==> src/rtl/ppu_pkg.sv <==
// Shared sizing and beat types for the posit divider back end.
// N=16, ES=1 gives a 41-bit quotient mantissa and a 6-bit te.
package ppu_pkg;

  localparam int N          = 16;
  localparam int ES         = 1;
  localparam int MANT_SIZE  = N - 2;
  localparam int MANT_DIV_W = 3 * MANT_SIZE - 1;
  localparam int FRAC_W     = MANT_SIZE - 1;
  localparam int TE_SIZE    = ES + $clog2(N) + 1;
  localparam int TE_MAX     = (N - 2) << ES;
  localparam int TE_MIN     = -TE_MAX;

  typedef struct packed {
    logic [MANT_DIV_W-1:0]     mant;
    logic signed [TE_SIZE-1:0] te;
    logic                      sign;
    logic                      zero;
    logic                      nar;
  } div_beat_t;

  typedef struct packed {
    logic [FRAC_W-1:0]         frac;
    logic signed [TE_SIZE-1:0] te;
    logic                      sign;
    logic                      zero;
    logic                      nar;
  } div_res_t;

endpackage

==> src/rtl/div_round_stage_if.sv <==
// Valid/ready bundle between the divider core, the round stage
// and the posit encoder.
interface div_round_stage_if;
  import ppu_pkg::*;

  logic                      in_valid;
  logic                      in_ready;
  logic [MANT_DIV_W-1:0]     in_mant;
  logic signed [TE_SIZE-1:0] in_te;
  logic                      in_sign;
  logic                      in_zero;
  logic                      in_nar;

  logic                      out_valid;
  logic                      out_ready;
  logic [FRAC_W-1:0]         out_frac;
  logic signed [TE_SIZE-1:0] out_te;
  logic                      out_sign;
  logic                      out_zero;
  logic                      out_nar;

  modport master (
    output in_valid, in_mant, in_te,
    output in_sign, in_zero, in_nar,
    input  in_ready,
    input  out_valid, out_frac, out_te,
    input  out_sign, out_zero, out_nar,
    output out_ready
  );

  modport slave (
    input  in_valid, in_mant, in_te,
    input  in_sign, in_zero, in_nar,
    output in_ready,
    output out_valid, out_frac, out_te,
    output out_sign, out_zero, out_nar,
    input  out_ready
  );

endinterface

==> src/rtl/rne_round.sv <==
// Round-to-nearest-even of the quotient mantissa, te carry,
// te clamp and special-value override.
module rne_round
  import ppu_pkg::*;
(
  input  logic [MANT_DIV_W-2:0]     mant,
  input  logic signed [TE_SIZE-1:0] te,
  input  logic                      sign,
  input  logic                      zero,
  input  logic                      nar,
  output div_res_t                  res
);

  localparam logic signed [TE_SIZE:0] HI =
    (TE_SIZE+1)'(TE_MAX);
  localparam logic signed [TE_SIZE:0] LO =
    (TE_SIZE+1)'(TE_MIN);

  logic [FRAC_W-1:0]         frac_t;
  logic                      g;
  logic                      st;
  logic                      up;
  logic [FRAC_W:0]           sum;
  logic signed [TE_SIZE:0]   te_x;

  assign frac_t = mant[MANT_DIV_W-2 -: FRAC_W];
  assign g      = mant[MANT_DIV_W-2-FRAC_W];
  assign st     = |mant[MANT_DIV_W-3-FRAC_W:0];
  assign up     = g & (st | frac_t[0]);

  // On carry the low FRAC_W bits of sum are already zero.
  assign sum  = {1'b0, frac_t} + {{FRAC_W{1'b0}}, up};
  assign te_x = {te[TE_SIZE-1], te}
              + {{TE_SIZE{1'b0}}, sum[FRAC_W]};

  always_comb begin
    res = '0;
    if (nar) begin
      res.nar = 1'b1;
    end else if (zero) begin
      res.zero = 1'b1;
    end else if (te_x >= HI) begin
      res.te   = HI[TE_SIZE-1:0];
      res.sign = sign;
    end else if (te_x <= LO) begin
      res.te   = LO[TE_SIZE-1:0];
      res.sign = sign;
    end else begin
      res.frac = sum[FRAC_W-1:0];
      res.te   = te_x[TE_SIZE-1:0];
      res.sign = sign;
    end
  end

endmodule

==> src/rtl/div_round_stage.sv <==
// Elastic two-stage normalise/round/saturate pipe
// behind the divider core.
module div_round_stage
  import ppu_pkg::*;
(
  input logic              clk,
  input logic              rst_n,
  div_round_stage_if.slave io
);

  logic      s1_valid;
  div_beat_t s1_q;
  logic      out_valid_q;
  div_res_t  out_q;
  div_res_t  rnd;
  logic      s1_adv;
  logic      s2_adv;

  assign s2_adv      = ~out_valid_q | io.out_ready;
  assign s1_adv      = ~s1_valid | s2_adv;
  assign io.in_ready = s1_adv;

  always_ff @(posedge clk or negedge rst_n) begin
    if (!rst_n) begin
      s1_valid <= 1'b0;
      s1_q     <= '0;
    end else if (s1_adv) begin
      s1_valid <= io.in_valid;
      if (io.in_valid) begin
        s1_q.mant <= io.in_mant;
        s1_q.te   <= io.in_te;
        s1_q.sign <= io.in_sign;
        s1_q.zero <= io.in_zero;
        s1_q.nar  <= io.in_nar;
      end
    end
  end

  rne_round u_rnd (
    .mant (s1_q.mant[MANT_DIV_W-2:0]),
    .te   (s1_q.te),
    .sign (s1_q.sign),
    .zero (s1_q.zero),
    .nar  (s1_q.nar),
    .res  (rnd)
  );

  always_ff @(posedge clk or negedge rst_n) begin
    if (!rst_n) begin
      out_valid_q <= 1'b0;
      out_q       <= '0;
    end else if (s2_adv) begin
      out_valid_q <= s1_valid;
      if (s1_valid) begin
        out_q <= rnd;
      end
    end
  end

  assign io.out_valid = out_valid_q;
  assign io.out_frac  = out_q.frac;
  assign io.out_te    = out_q.te;
  assign io.out_sign  = out_q.sign;
  assign io.out_zero  = out_q.zero;
  assign io.out_nar   = out_q.nar;

  // The core always delivers a normalised quotient.
  a_hidden: assert property (
    @(posedge clk) disable iff (!rst_n)
    s1_valid |-> s1_q.mant[MANT_DIV_W-1]
  );

endmodule

==> src/flat_wrapper.sv <==
// flat-port wrapper written by rule: the top's interface ports become plain ports
module div_round_stage_flat import ppu_pkg::*;
  (clk, rst_n, io_in_valid, io_in_mant, io_in_te, io_in_sign, io_in_zero, io_in_nar, io_in_ready, io_out_valid, io_out_frac, io_out_te, io_out_sign, io_out_zero, io_out_nar, io_out_ready);
  div_round_stage_if io_i ();
  input logic clk;
  input logic rst_n;
  input wire logic [$bits(io_i.in_valid)-1:0] io_in_valid;
  input wire logic [$bits(io_i.in_mant)-1:0] io_in_mant;
  input wire logic [$bits(io_i.in_te)-1:0] io_in_te;
  input wire logic [$bits(io_i.in_sign)-1:0] io_in_sign;
  input wire logic [$bits(io_i.in_zero)-1:0] io_in_zero;
  input wire logic [$bits(io_i.in_nar)-1:0] io_in_nar;
  output wire logic [$bits(io_i.in_ready)-1:0] io_in_ready;
  output wire logic [$bits(io_i.out_valid)-1:0] io_out_valid;
  output wire logic [$bits(io_i.out_frac)-1:0] io_out_frac;
  output wire logic [$bits(io_i.out_te)-1:0] io_out_te;
  output wire logic [$bits(io_i.out_sign)-1:0] io_out_sign;
  output wire logic [$bits(io_i.out_zero)-1:0] io_out_zero;
  output wire logic [$bits(io_i.out_nar)-1:0] io_out_nar;
  input wire logic [$bits(io_i.out_ready)-1:0] io_out_ready;
  assign io_i.in_valid = io_in_valid;
  assign io_i.in_mant = io_in_mant;
  assign io_i.in_te = io_in_te;
  assign io_i.in_sign = io_in_sign;
  assign io_i.in_zero = io_in_zero;
  assign io_i.in_nar = io_in_nar;
  assign io_in_ready = io_i.in_ready;
  assign io_out_valid = io_i.out_valid;
  assign io_out_frac = io_i.out_frac;
  assign io_out_te = io_i.out_te;
  assign io_out_sign = io_i.out_sign;
  assign io_out_zero = io_i.out_zero;
  assign io_out_nar = io_i.out_nar;
  assign io_i.out_ready = io_out_ready;
  div_round_stage u_core (.clk(clk), .rst_n(rst_n), .io(io_i));
endmodule
==> config.mk <==
export PLATFORM = sky130hd
export DESIGN_NAME = div_round_stage_flat
export DESIGN_NICKNAME = d
export VERILOG_FILES = /design/src/rtl/ppu_pkg.sv /design/src/rtl/div_round_stage_if.sv /design/src/rtl/rne_round.sv /design/src/rtl/div_round_stage.sv /design/src/flat_wrapper.sv
export SDC_FILE = /design/constraint.sdc
export NUM_CORES = 1
export LEC_CHECK = 0
export CELL_PAD_IN_SITES_DETAIL_PLACEMENT = 0
export CELL_PAD_IN_SITES_GLOBAL_PLACEMENT = 2
export CORE_MARGIN = 2
export CORE_UTILIZATION = 32
export DETAILED_ROUTE_END_ITERATION = 6
export GPL_ROUTABILITY_DRIVEN = 0
export GPL_TIMING_DRIVEN = 0
export PLACE_DENSITY = 0.83
export SETUP_SLACK_MARGIN = 0.5
export SKIP_CTS_REPAIR_TIMING = 1
export SLEW_MARGIN = 10
export SYNTH_ARGS = -nofsm -noshare
export SYNTH_HDL_FRONTEND = slang
export SYNTH_HIERARCHICAL = 1
export SYNTH_SLANG_ARGS = --single-unit
==> constraint.sdc <==
create_clock -name clk -period 3.3 [get_ports clk]
set_input_delay 0.33 -clock clk [delete_from_list [all_inputs] [get_ports clk]]
set_output_delay 0.33 -clock clk [all_outputs]
set_load 0.02 [all_outputs]
Word level (Yosys, flattened, before mapping)
Index checks and enable logic that the tools add are counted.

word-level totals
  output and inout bits = 24
  memories = 0
  bits in registers = 73
  memory bits (writable) = 0
  bits in latches = 0
  bits of input ports = 54
  bits in read-only memories = 0
  word-level logic and storage cells = 33

cells by class
  bitwise gates (word level) = 6
  muxes and demuxes = 8
  equal/unequal tests = 0
  add/subtract/negate cells = 2
  magnitude comparators = 2
  div/mod/pow operators = 0
  reductions and logical operators = 3
  multipliers = 0
  shift operators = 0

operator list
  operator                                                                           count
  13-bit two-way mux                                                                 2
  26-bit OR reduction                                                                1
  21-bit two-way mux                                                                 1
  20-bit two-way mux                                                                 1
  13-bit by 1-bit adder with 14-bit output                                           1
  7-bit two-way mux                                                                  2
  6-bit by 2-bit adder with 7-bit output                                             1
  7-bit by 6-bit >= comparator with 1-bit output (second input constant)             1
  7-bit by 6-bit less-or-equal comparator with 1-bit output (second input constant)  1
  2-bit AND reduction                                                                2
  1-bit bitwise OR                                                                   3
  1-bit two-way mux                                                                  2
  1-bit inverter                                                                     2
  1-bit AND                                                                          1

Longest topological paths before layout
  depth in word-level cells = 10
  mapped depth = 12
  depth with buffers taken out = 11

Modules after synthesis
Netlist, hierarchy kept.

modules (own cells, without submodules)
  module           cells an instance  seq. area each (sq um)  times used  area each (sq um)
  div_round_stage  157                1,826.8                 1           2,786.4
  rne_round        104                0.0                     1           694.4

Worst setup path before layout
Ideal clock, no wire load.

  path kind = flip-flop to flip-flop
  from = register u_core/s1_q[38] (netlist name)
  to = register u_core.out_q (netlist bit u_core/io.out_frac[10])
  library setup time = 0.125 ns
  arrival time = 2.629 ns
  required time = 3.175 ns
  slack = 0.546 ns
  stages on the path, launching flop included = 13
  clock period less this slack = 2.754 ns
  path buffers = 1
  cells stage by stage = dfrtp_1 -> nand4_1 -> nor2_1 -> nand2_1 -> nor3_1 -> ha_1 -> ha_1 -> o21ba_2 -> or4b_4 -> nand2_4 -> buf_6 -> nor4_1 -> mux2_2

RTL lines
  element                 RTL line               RTL
  end signal: assignment  div_round_stage.sv:55  out_q <= rnd;
  end: declaration        div_round_stage.sv:14  div_res_t out_q;

==> impl_results.md <==
- Initial antenna violation count: 0
- Delay-heaviest family, CP: simple AND/OR/NAND/NOR gates
- Routed len/inst: 14.9 um
- CP peak stage delay: about 0.50 ns
- CP Class: register to register
- Peak VDD IR: approximately 0.00032 V
- Final Hold Slack: 0.389 ns
- Reg2reg start: u_core/s1_q[39]
- Core area: between 0.01 and 0.015 mm2
- Vias per cell: approximately 4.6
- Post-Route WL: between 7000 and 8000 um
- Largest net degree at the start of global routing: 57
- TritonCTS Buffers: 9
- Register Area: between 0.0015 and 0.002 mm2
- Ports: 78
- Post-Route Skew: 0.0105 ns
- Critical path data arrival time: ~3.0 ns
- Crit path cell chain: nand3_4, nor2_1, nand2_1, nor3_2, ha_2, ha_4, o21ba_4, or4b_4, nand2_4, buf_6, a2111oi_0, mux2_4
- Bufs and invs on worst path: 1
- Die ar.: roughly 0.012 mm2
- Depth of the CTS H-tree: 3
- Initial Utilization: 32.4%
- Gr usage total: 13.2%
- Power per Cell Area: 521 mW/mm2
- Post-synthesis cell area: ~0.0035 mm2
- Tmin final: ~2.8 ns
- Worst Path Max Fanout: 8
- Placed inst area: 0.00444 mm2
- R2R Path End: u_core/io.out_frac[0]
- # fillers: approximately 1000
- Tot Pwr: approximately 2.6 mW
- Average cell area after synthesis: around 13 um2
- Rel. slew slack: between 60% and 70%
- # DRC: 0
- Number of flops mapped to enable cells by yosys: 0
- Fmax achieved: ~360 MHz
- Fin area: slightly below 0.005 mm2
- ANT nets after route: 0
- Crit end category: register
- # rows: 38
- Distinct cells, synth: 36
- Sequential area share after synthesis: between 50% and 60%
- Setup ws final: around 0.49 ns
- Post-synth ARST share: between 90% and 100%
- Slew Viols, Final: 0
- Multi-input gate area: 0.00163 mm2
- Critical-path cell with the highest stage delay: or4b_4
- Reg2reg path depth: 12
- CTS tree: done
- Share of layout cells above drive strength 1: 37.2%
- Area delta synth->final: 42.5%
- R2R Setup Slk: between 0.4 and 0.5 ns
- Status: finished, final reports clean
- Maximum clock path buffer count: 2
- Chip Height: 108 um
- Worst setup SP type: register
- Clock sinks: 73
- Hold Crit Class: primary input to asynchronous set/reset pin
- Most frequent cells in the layout: 75 x clkdlybuf4s50_1, 69 x dfrtp_1, 53 x mux2_2
- #FFs+latches synth: 73
- Clk root buf: clkbuf_8
- Worst skew pair latency: about 0.35 ns
- Fin nets: ~430
- Fin crit share: between 80% and 90%
- First-pass DRT Iterations: 4
- Via count: between 2000 and 2500
- Most common cell after layout, fill and taps aside: clkdlybuf4s50_1
- First-pass GRT wire length: roughly 12000 um
- Fin. Hold Viols: 0
- Die X-Extent: about 110 um
- Initial DRC Count: 30
- Cells after Synth: between 200 and 300
- Total gr overflow: 0
- Total of max-cap violations: 0
- Syn Nets: around 320
- Worst Tran Pin Value: just under 0.6 ns
- Pre-CTS WS: 0.0818 ns
- Port Buffers: 76
- Yosys warns: 6
- Diode count: 0
- Post-synth top flop: dfrtp_1
- Worst Path Required: ~3.5 ns
- Vias in the first global route: approximately 2500
- Clk pin slew, worst setup/hold paths: around 0.090 ns
- RSZ-0062 raised after global routing: true
- Leakage power: around 2.1 nW
- Post-DP HPWL: ~5400 um
- Setup violators final: 0
==> through the flow <==
| step | utilization, % | setup TNS, ns | std cells |
|---|---|---|---|
| final | 46.1 | 0 | 516 |
| after global routing | 46.1 | 0 | 516 |
| after CTS | 43.4 | 0 | 494 |
| after detailed placement | 41.3 | 0 | 478 |
| after global placement | 41.1 | -43.32 | 477 |
| after floorplan | - | 0 | 261 |
==> metal layers <==
layer  up-vias  wire length (um)  track usage, %
li1       1166                 -               -
met1      1160              3420            16.4
met2        55              3780            22.2
met3         9               426            4.34
met4         0                71            3.66
met5         -                 0               0
==> report_power, final <==
| part | switching, mW | internal, mW | total [mW] |
|---|---|---|---|
| Sequential | 0.100 | 1.03 | 1.13 |
| Combinational | 0.274 | 0.407 | 0.681 |
| Clock | 0.339 | 0.430 | 0.769 |
==> synthesized netlist by cell type (2+ instances only) <==
cell type,n,area share [%]
a21oi_1,3,0.43
mux2_2,61,20
buf_6,3,0.97
nor3_1,6,0.86
and2_1,2,0.36
nor2_1,7,0.75
nand2_4,2,0.65
dfrtp_1,73,52
nor4b_1,3,0.75
mux2_4,10,4.3
nand2_1,10,1.1
nand2b_1,4,0.72
nor3b_1,2,0.43
nand3_1,8,1.2
nand4_1,3,0.54
clkbuf_1,2,0.22
xnor2_1,11,2.8
buf_4,7,1.5
ha_1,3,1.1
xor2_1,3,0.75
nor4_1,19,3.4
nor2b_1,3,0.54
inv_1,3,0.32
==> how the worst max path moves through the flow <==
stage / from / endpoint / cells after the start
2_1_floorplan: u_core/s1_q[38] / u_core/io.out_frac[10] / 12
3_3_place_gp: rst_n / u_core/io.out_frac[8] / 1
3_5_place_dp: u_core/s1_q[38] / u_core/io.out_frac[8] / 12
4_1_cts: u_core/s1_q[38] / u_core/io.out_frac[8] / 12
5_1_grt: u_core/s1_q[39] / u_core/io.out_frac[0] / 12
6_report: u_core/s1_q[39] / u_core/io.out_frac[0] / 12
==> sequential cells by signal (all words and copies together), names as in the netlist <==
name / count
u_core/io.out_frac: 13
u_core/io.out_nar: 1
u_core/io.out_sign: 1
u_core/io.out_te: 6
u_core/io.out_valid: 1
u_core/io.out_zero: 1
u_core/s1_q: 49
u_core/s1_valid: 1
==> cell type report <==
| type | instances | share of cell area, % |
|---|---|---|
| buffer | 13 | 2.37 |
| clock buffer | 10 | 2.57 |
| clock inverter | 6 | 1.84 |
| inverter | 3 | 0.227 |
| multi-input combinational | 172 | 32.8 |
| sequential | 73 | 36.9 |
| tap | 140 | 3.53 |
| timing repair buffer | 99 | 19.7 |
==> cells by family after synthesis <==
logic type	after synthesis	share of synthesized area, %
buffers and inverters	16	3.59
AO/OA/AOI/OAI	11	2.59
adder cells (fa/ha/maj)	3	1.08
AND/OR/NAND/NOR	72	12.4
XOR/XNOR	14	3.52
flip-flops	73	52.5
multiplexers	72	24.3
(Power assumes the default switching activity.)
